$ cat config.mk
export PLATFORM = sky130hd
export DESIGN_NAME = gsim_b_feeder_flat
export DESIGN_NICKNAME = d
export VERILOG_FILES = /design/src/rtl/gsim_pkg.sv /design/src/rtl/gsim_b_feeder_if.sv /design/src/rtl/gsim_sync_fifo.sv /design/src/rtl/gsim_b_feeder.sv /design/src/flat_wrapper.sv
export SDC_FILE = /design/constraint.sdc
export NUM_CORES = 1
export LEC_CHECK = 0
export ABC_CLOCK_PERIOD_IN_PS = 2950
export CAP_MARGIN = 20
export CORE_MARGIN = 2
export CORE_UTILIZATION = 50
export DETAILED_ROUTE_END_ITERATION = 12
export PLACE_DENSITY_LB_ADDON = 0.15
export SETUP_SLACK_MARGIN = 0.02
export SLEW_MARGIN = 20
export SYNTH_ARGS = -nofsm -noshare
export SYNTH_HDL_FRONTEND = slang
export SYNTH_SLANG_ARGS = --single-unit
$ cat constraint.sdc
create_clock -name clk -period 2.95 [get_ports clk]
set_input_delay 0.59 -clock clk [delete_from_list [all_inputs] [get_ports clk]]
set_output_delay 0.59 -clock clk [all_outputs]
set_load 0.02 [all_outputs]
$ cat src/rtl/gsim_pkg.sv
// Shared constants and state encoding for the GSIM solver front end.
package gsim_pkg;

  localparam int unsigned N_UNK      = 16;
  localparam int unsigned B_W        = 16;
  localparam int unsigned X_W        = 32;
  localparam int unsigned FIFO_DEPTH = 32;

  typedef enum logic [1:0] {
    StIdle,
    StFeed,
    StWait,
    StDrain
  } feed_state_e;

endpackage

$ cat src/rtl/gsim_b_feeder_if.sv
// Host b-word stream plus the feeder <-> GSIM data path.
interface gsim_b_feeder_if #(
  parameter int unsigned B_W = 16
);

  logic           s_valid;
  logic [B_W-1:0] s_data;
  logic           s_last;
  logic           s_ready;
  logic           in_en;
  logic [B_W-1:0] b_in;
  logic           gsim_out_valid;

  modport master (
    output s_valid, s_data, s_last, gsim_out_valid,
    input  s_ready, in_en, b_in
  );

  modport slave (
    input  s_valid, s_data, s_last, gsim_out_valid,
    output s_ready, in_en, b_in
  );

endinterface

$ cat src/rtl/gsim_sync_fifo.sv
// Synchronous FIFO with level count and a registered read port that reads 0 when not popping.
module gsim_sync_fifo #(
  parameter int unsigned W     = 16,
  parameter int unsigned DEPTH = 32,
  localparam int unsigned AW   = $clog2(DEPTH),
  localparam int unsigned LW   = AW + 1
) (
  input  logic          clk,
  input  logic          reset,
  input  logic          push,
  input  logic [W-1:0]  wr_data,
  input  logic          pop,
  output logic          full,
  output logic          empty,
  output logic [LW-1:0] level,
  output logic [W-1:0]  rd_data,
  output logic          rd_valid
);

  logic [W-1:0]  mem_q [DEPTH];
  logic [AW-1:0] wr_ptr_q, rd_ptr_q;
  logic [LW-1:0] level_q, level_d;
  logic [W-1:0]  rd_data_q;
  logic          rd_valid_q;
  logic          push_ok, pop_ok;

  assign full    = (level_q == LW'(DEPTH));
  assign empty   = (level_q == '0);
  assign push_ok = push && !full;
  assign pop_ok  = pop && !empty;

  always_comb begin
    level_d = level_q;
    unique case ({push_ok, pop_ok})
      2'b10:   level_d = level_q + LW'(1);
      2'b01:   level_d = level_q - LW'(1);
      default: level_d = level_q;
    endcase
  end

  // Storage is not reset; emptiness is defined by the pointers and level alone.
  always_ff @(posedge clk) begin
    if (push_ok) begin
      mem_q[wr_ptr_q] <= wr_data;
    end
  end

  always_ff @(posedge clk) begin
    if (reset) begin
      wr_ptr_q   <= '0;
      rd_ptr_q   <= '0;
      level_q    <= '0;
      rd_data_q  <= '0;
      rd_valid_q <= 1'b0;
    end else begin
      if (push_ok) wr_ptr_q <= wr_ptr_q + AW'(1);
      if (pop_ok)  rd_ptr_q <= rd_ptr_q + AW'(1);
      level_q    <= level_d;
      rd_data_q  <= pop_ok ? mem_q[rd_ptr_q] : '0;
      rd_valid_q <= pop_ok;
    end
  end

  assign level    = level_q;
  assign rd_data  = rd_data_q;
  assign rd_valid = rd_valid_q;

endmodule

$ cat src/rtl/gsim_b_feeder.sv
// Buffers host b-words and hands GSIM one 16-word frame per solve, then waits out the results.
module gsim_b_feeder #(
  parameter int unsigned N_UNK      = gsim_pkg::N_UNK,
  parameter int unsigned B_W        = gsim_pkg::B_W,
  parameter int unsigned FIFO_DEPTH = gsim_pkg::FIFO_DEPTH
) (
  input  logic                        clk,
  input  logic                        reset,
  gsim_b_feeder_if.slave              bus,
  output logic                        busy,
  output logic [$clog2(FIFO_DEPTH):0] fifo_level,
  output logic [15:0]                 frames_sent,
  output logic                        err_frame,
  output logic                        err_proto
);

  import gsim_pkg::*;

  localparam int unsigned LW = $clog2(FIFO_DEPTH) + 1;
  localparam int unsigned CW = $clog2(N_UNK);
  localparam logic [CW-1:0] LastIdx    = CW'(N_UNK - 1);
  localparam logic [LW-1:0] FrameLevel = LW'(N_UNK);

  feed_state_e   state_q, state_d;
  logic [CW-1:0] feed_cnt_q, res_cnt_q, host_cnt_q;
  logic [15:0]   frames_q;
  logic          last_word_q;
  logic          err_frame_q, err_proto_q;

  logic          push, pop;
  logic          fifo_full, fifo_empty;
  logic [LW-1:0] level;
  logic          gov;

  assign gov  = bus.gsim_out_valid;
  assign push = bus.s_valid && !fifo_full;

  gsim_sync_fifo #(
    .W     (B_W),
    .DEPTH (FIFO_DEPTH)
  ) u_fifo (
    .clk      (clk),
    .reset    (reset),
    .push     (push),
    .wr_data  (bus.s_data),
    .pop      (pop),
    .full     (fifo_full),
    .empty    (fifo_empty),
    .level    (level),
    .rd_data  (bus.b_in),
    .rd_valid (bus.in_en)
  );

  always_ff @(posedge clk) begin
    if (reset) state_q <= StIdle;
    else       state_q <= state_d;
  end

  always_comb begin
    state_d = state_q;
    unique case (state_q)
      StIdle:  if (level >= FrameLevel)          state_d = StFeed;
      StFeed:  if (feed_cnt_q == LastIdx)        state_d = StWait;
      StWait:  if (gov)                          state_d = StDrain;
      StDrain: if (gov && res_cnt_q == LastIdx)  state_d = StIdle;
      default:                                   state_d = StIdle;
    endcase
  end

  always_comb begin
    pop  = (state_q == StFeed) && !fifo_empty;
    busy = (state_q != StIdle);
  end

  always_ff @(posedge clk) begin
    if (reset) begin
      feed_cnt_q  <= '0;
      res_cnt_q   <= '0;
      host_cnt_q  <= '0;
      frames_q    <= '0;
      last_word_q <= 1'b0;
      err_frame_q <= 1'b0;
      err_proto_q <= 1'b0;
    end else begin
      if (pop) feed_cnt_q <= (feed_cnt_q == LastIdx) ? '0 : feed_cnt_q + CW'(1);

      // The out_valid cycle that leaves WAIT is already result number one.
      if (state_q == StWait && gov) begin
        res_cnt_q <= CW'(1);
      end else if (state_q == StDrain && gov) begin
        res_cnt_q <= (res_cnt_q == LastIdx) ? '0 : res_cnt_q + CW'(1);
      end

      if (push) begin
        host_cnt_q <= (host_cnt_q == LastIdx) ? '0 : host_cnt_q + CW'(1);
        if (bus.s_last != (host_cnt_q == LastIdx)) err_frame_q <= 1'b1;
      end

      if (gov && (state_q == StIdle || state_q == StFeed)) err_proto_q <= 1'b1;

      // last_word_q marks the cycle the final word sits on b_in; count the frame after it.
      last_word_q <= pop && (feed_cnt_q == LastIdx);
      if (last_word_q) frames_q <= frames_q + 16'd1;
    end
  end

  assign bus.s_ready = !fifo_full;
  assign fifo_level  = level;
  assign frames_sent = frames_q;
  assign err_frame   = err_frame_q;
  assign err_proto   = err_proto_q;

endmodule

$ cat src/flat_wrapper.sv
// flat-port wrapper written by rule: the top's interface ports become plain ports
module gsim_b_feeder_flat import gsim_pkg::*;
#(
  parameter int unsigned N_UNK      = gsim_pkg::N_UNK,
  parameter int unsigned B_W        = gsim_pkg::B_W,
  parameter int unsigned FIFO_DEPTH = gsim_pkg::FIFO_DEPTH
)
  (clk, reset, busy, fifo_level, frames_sent, err_frame, err_proto, bus_s_valid, bus_s_data, bus_s_last, bus_gsim_out_valid, bus_s_ready, bus_in_en, bus_b_in);
  gsim_b_feeder_if #(.B_W(B_W)) bus_i ();
  input  logic clk;
  input  logic reset;
  output logic busy;
  output logic [$clog2(FIFO_DEPTH):0] fifo_level;
  output logic [15:0] frames_sent;
  output logic err_frame;
  output logic err_proto;
  input wire logic [$bits(bus_i.s_valid)-1:0] bus_s_valid;
  input wire logic [$bits(bus_i.s_data)-1:0] bus_s_data;
  input wire logic [$bits(bus_i.s_last)-1:0] bus_s_last;
  input wire logic [$bits(bus_i.gsim_out_valid)-1:0] bus_gsim_out_valid;
  output wire logic [$bits(bus_i.s_ready)-1:0] bus_s_ready;
  output wire logic [$bits(bus_i.in_en)-1:0] bus_in_en;
  output wire logic [$bits(bus_i.b_in)-1:0] bus_b_in;
  assign bus_i.s_valid = bus_s_valid;
  assign bus_i.s_data = bus_s_data;
  assign bus_i.s_last = bus_s_last;
  assign bus_i.gsim_out_valid = bus_gsim_out_valid;
  assign bus_s_ready = bus_i.s_ready;
  assign bus_in_en = bus_i.in_en;
  assign bus_b_in = bus_i.b_in;
  gsim_b_feeder #(.N_UNK(N_UNK), .B_W(B_W), .FIFO_DEPTH(FIFO_DEPTH)) u_core (.clk(clk), .reset(reset), .bus(bus_i), .busy(busy), .fifo_level(fifo_level), .frames_sent(frames_sent), .err_frame(err_frame), .err_proto(err_proto));
endmodule
==> results.cfg <==
[pwr]
p_per_area_mw_per_mm2 = 673
total_power_uw = 17800
vdd_drop_max_v = 0.000455
leakage_uw = 0.00833

[clocking]
ctsResizeCount = 0
cts-root-buf = clkbuf_16
clockBufferDepth = 3
ctsHoldBuffers = 0
clk_pin_slew_ps = 70
cts.sinks = 578
cts_buffers = 57
clk_latency_ps = 610
htree_levels = 2
cts_tree = built
postCtsSetupBuffers = 0

[synth]
synth_common_cells = 512 x edfxtp_1, 99 x nor2_1, 81 x mux4_2
synthTopCellsByArea = edfxtp_1 67%, mux4_2 8.0%, dfxtp_1 5.8%
syn_nets = 1243
ys.flop_type = edfxtp_1
yosysSeqAreaShare_pct = 72.9
synth_top_cell_by_area = edfxtp_1
synth_enable_flop_cells = 512
synth_top_area_share_pct = 67.1
ys.warnings.count = 0
postSynthAreaPerCell_sq_um = 19.0
ys_types = 62
synth_cells = 1206
yosysMostFrequentCell = edfxtp_1
ys_async_sr_fraction_pct = 0
synth_area_sq_mm = 0.0229
ys_ff_latch = 578

[route]
via_per_inst = 5.74
postRouteAntennaNets = 0
drc_errors = 0
vias = 11500
drt-total-wl_microns = 48400
wl_per_cell_microns = 24.1
first_iter_violations = 1050
dr.pass1.iters = 5

[global_routing]
met1_usage_pct = 31.4
grt_first_pass_wirelength_microns = 72100
antenna_found_initial = 1
grtUsageMet3_pct = 2.82
grt_pass1_vias = 11400
grt_start_max_net_pins = 61
grt_usage_pct = 20.8
grt.overflow.total = 0
top_usage_layer = met2
gr-usage-met2_pct = 31.9

[setup_path]
critPathLaunchType = flip-flop
path_class = flip-flop to primary output
required_ps = 2360
arrival_ps = 2210
cp_max_fo = 9
cp-end-kind = primary output

[sta]
setup_violations = 0
fmaxAchievable_mhz = 357
fin_skew_ps = 18.5
tns_ps = 0
slew_viol_final = 0
timing.slew.headroom_pct = 37.3
rsz0062_at_grt = false
worst_pin_slew_ps = 939
hold_viol_final = 0
fin_crit_ps = 2800
period_share_pct = 94.9

[die]
num_rows = 78
die_height_microns = 218
coreArea_sq_mm = 0.0453
io_pins = 64
die_w_microns = 218
initial_core_util_pct = 50.6
dieArea_sq_mm = 0.0475

[place]
globalplace.congestion = 0.802
numPortBuffers = 63
hpwlAfterDp_microns = 29100

[flow_run]
cap_violations = 0

[final_layout]
area_growth_pct = 15.3
num_antenna_cells = 0
layout-drive-gt1-share_pct = 21.0
final_nets = 1401

[hold_path]
hp-class = primary input to flip-flop

[status]
status = finished clean
[flip-flops by register name, summed over array words and instances, names as in the netlist]
| signal | count |
|---|---|
| u_core.err_frame | 1 |
| u_core.state_q | 2 |
| u_core.u_fifo.mem_q | 512 |
| u_core.frames_sent | 16 |
| u_core.u_fifo.rd_valid | 1 |
| u_core.last_word_q | 1 |
| u_core.err_proto | 1 |
| u_core.u_fifo.rd_ptr_q | 5 |
| u_core.res_cnt_q | 4 |
| u_core.u_fifo.wr_ptr_q | 5 |
| u_core.feed_cnt_q | 4 |
| u_core.u_fifo.level | 6 |
| u_core.u_fifo.rd_data | 16 |
| u_core.host_cnt_q | 4 |
[worst max-delay path, stage by stage (launching register included)]
cell and delay, ps:
dfxtp_2 320, buf_4 170, nor4_1 370, buf_4 180
nand2_1 40, clkdlybuf4s50_1 530
[per-stage QoR]
stage                     util [%]  std cells  setup slack [ps]  cell area, sq um  hold WS (ps)
after floorplan                  -       1206              10.6             22900           453
after global placement        54.3       1905              85.1             24600           444
after detailed placement      54.3       1905               161             24600           448
after CTS                     58.3       2012               121             26400           318
after global routing          58.3       2012              91.6             26400           352
final                         58.3       2012               151             26400           347
[power by group]
| part | switching, uW | internal, uW | total (uW) | leakage (uW) |
|---|---|---|---|---|
| clock | 2970 | 4150 | 7120 | 0.000901 |
| sequential | 109 | 9010 | 9120 | 0.00515 |
| combinational | 816 | 737 | 1550 | 0.00228 |
| total | 3890 | 13900 | 17800 | 0.00833 |
[area by class of cell]
| class | count | area [sq um] |
|---|---|---|
| Fill cell | 3418 | 18900 |
| Sequential cell | 578 | 16700 |
| Inverter | 12 | 45.0 |
| Multi-Input combinational cell | 550 | 5580 |
| Clock buffer | 74 | 1520 |
| Tap cell | 600 | 751 |
| Clock inverter | 33 | 319 |
| Timing Repair Buffer | 165 | 1490 |
[cell usage in the layout (no fill, tap or decap), types with 14 or more instances in the layout]
cell type / instances
ha_1: 16
mux2i_1: 66
clkbuf_1: 14
nor2_1: 97
xor2_1: 16
o22ai_1: 20
dfxtp_1: 61
mux4_1: 30
clkbuf_16: 57
mux4_2: 81
a21oi_1: 30
edfxtp_1: 512
buf_4: 94
clkdlybuf4s50_1: 62
nand2_1: 47
[routing by layer]
| layer | routed length, microns | vias to the layer above |
|---|---|---|
| met1 | 22100 | 5972 |
| met5 | 0 | - |
| met3 | 2890 | 61 |
| li1 | - | 5187 |
| met4 | 962 | 0 |
| met2 | 22500 | 326 |
[kinds of logic after synthesis]
kind of cell	after synthesis	synth area share (%)
muxes	183	14.6
adders and majority gates	16	0.874
AOI/OAI and AO/OA	109	3.44
DFF	578	72.9
and+or+nand+nor	213	4.32
xor gates and xnor gates	29	1.11
buffers and inverters	78	2.79
[final timing paths]
check,start,to,slack [ps],cells past startpoint
worst min register to register,u_core.err_proto,u_core.err_proto,450,2
worst min-delay path,reset,u_core.u_fifo.level[5],350,2
worst max register to register,u_core.u_fifo.level[3],u_core.u_fifo.level[4],360,8
worst max-delay path,u_core.u_fifo.level[1],bus_s_ready,150,5
No activity file was read; power rests on OpenSTA's default activity.
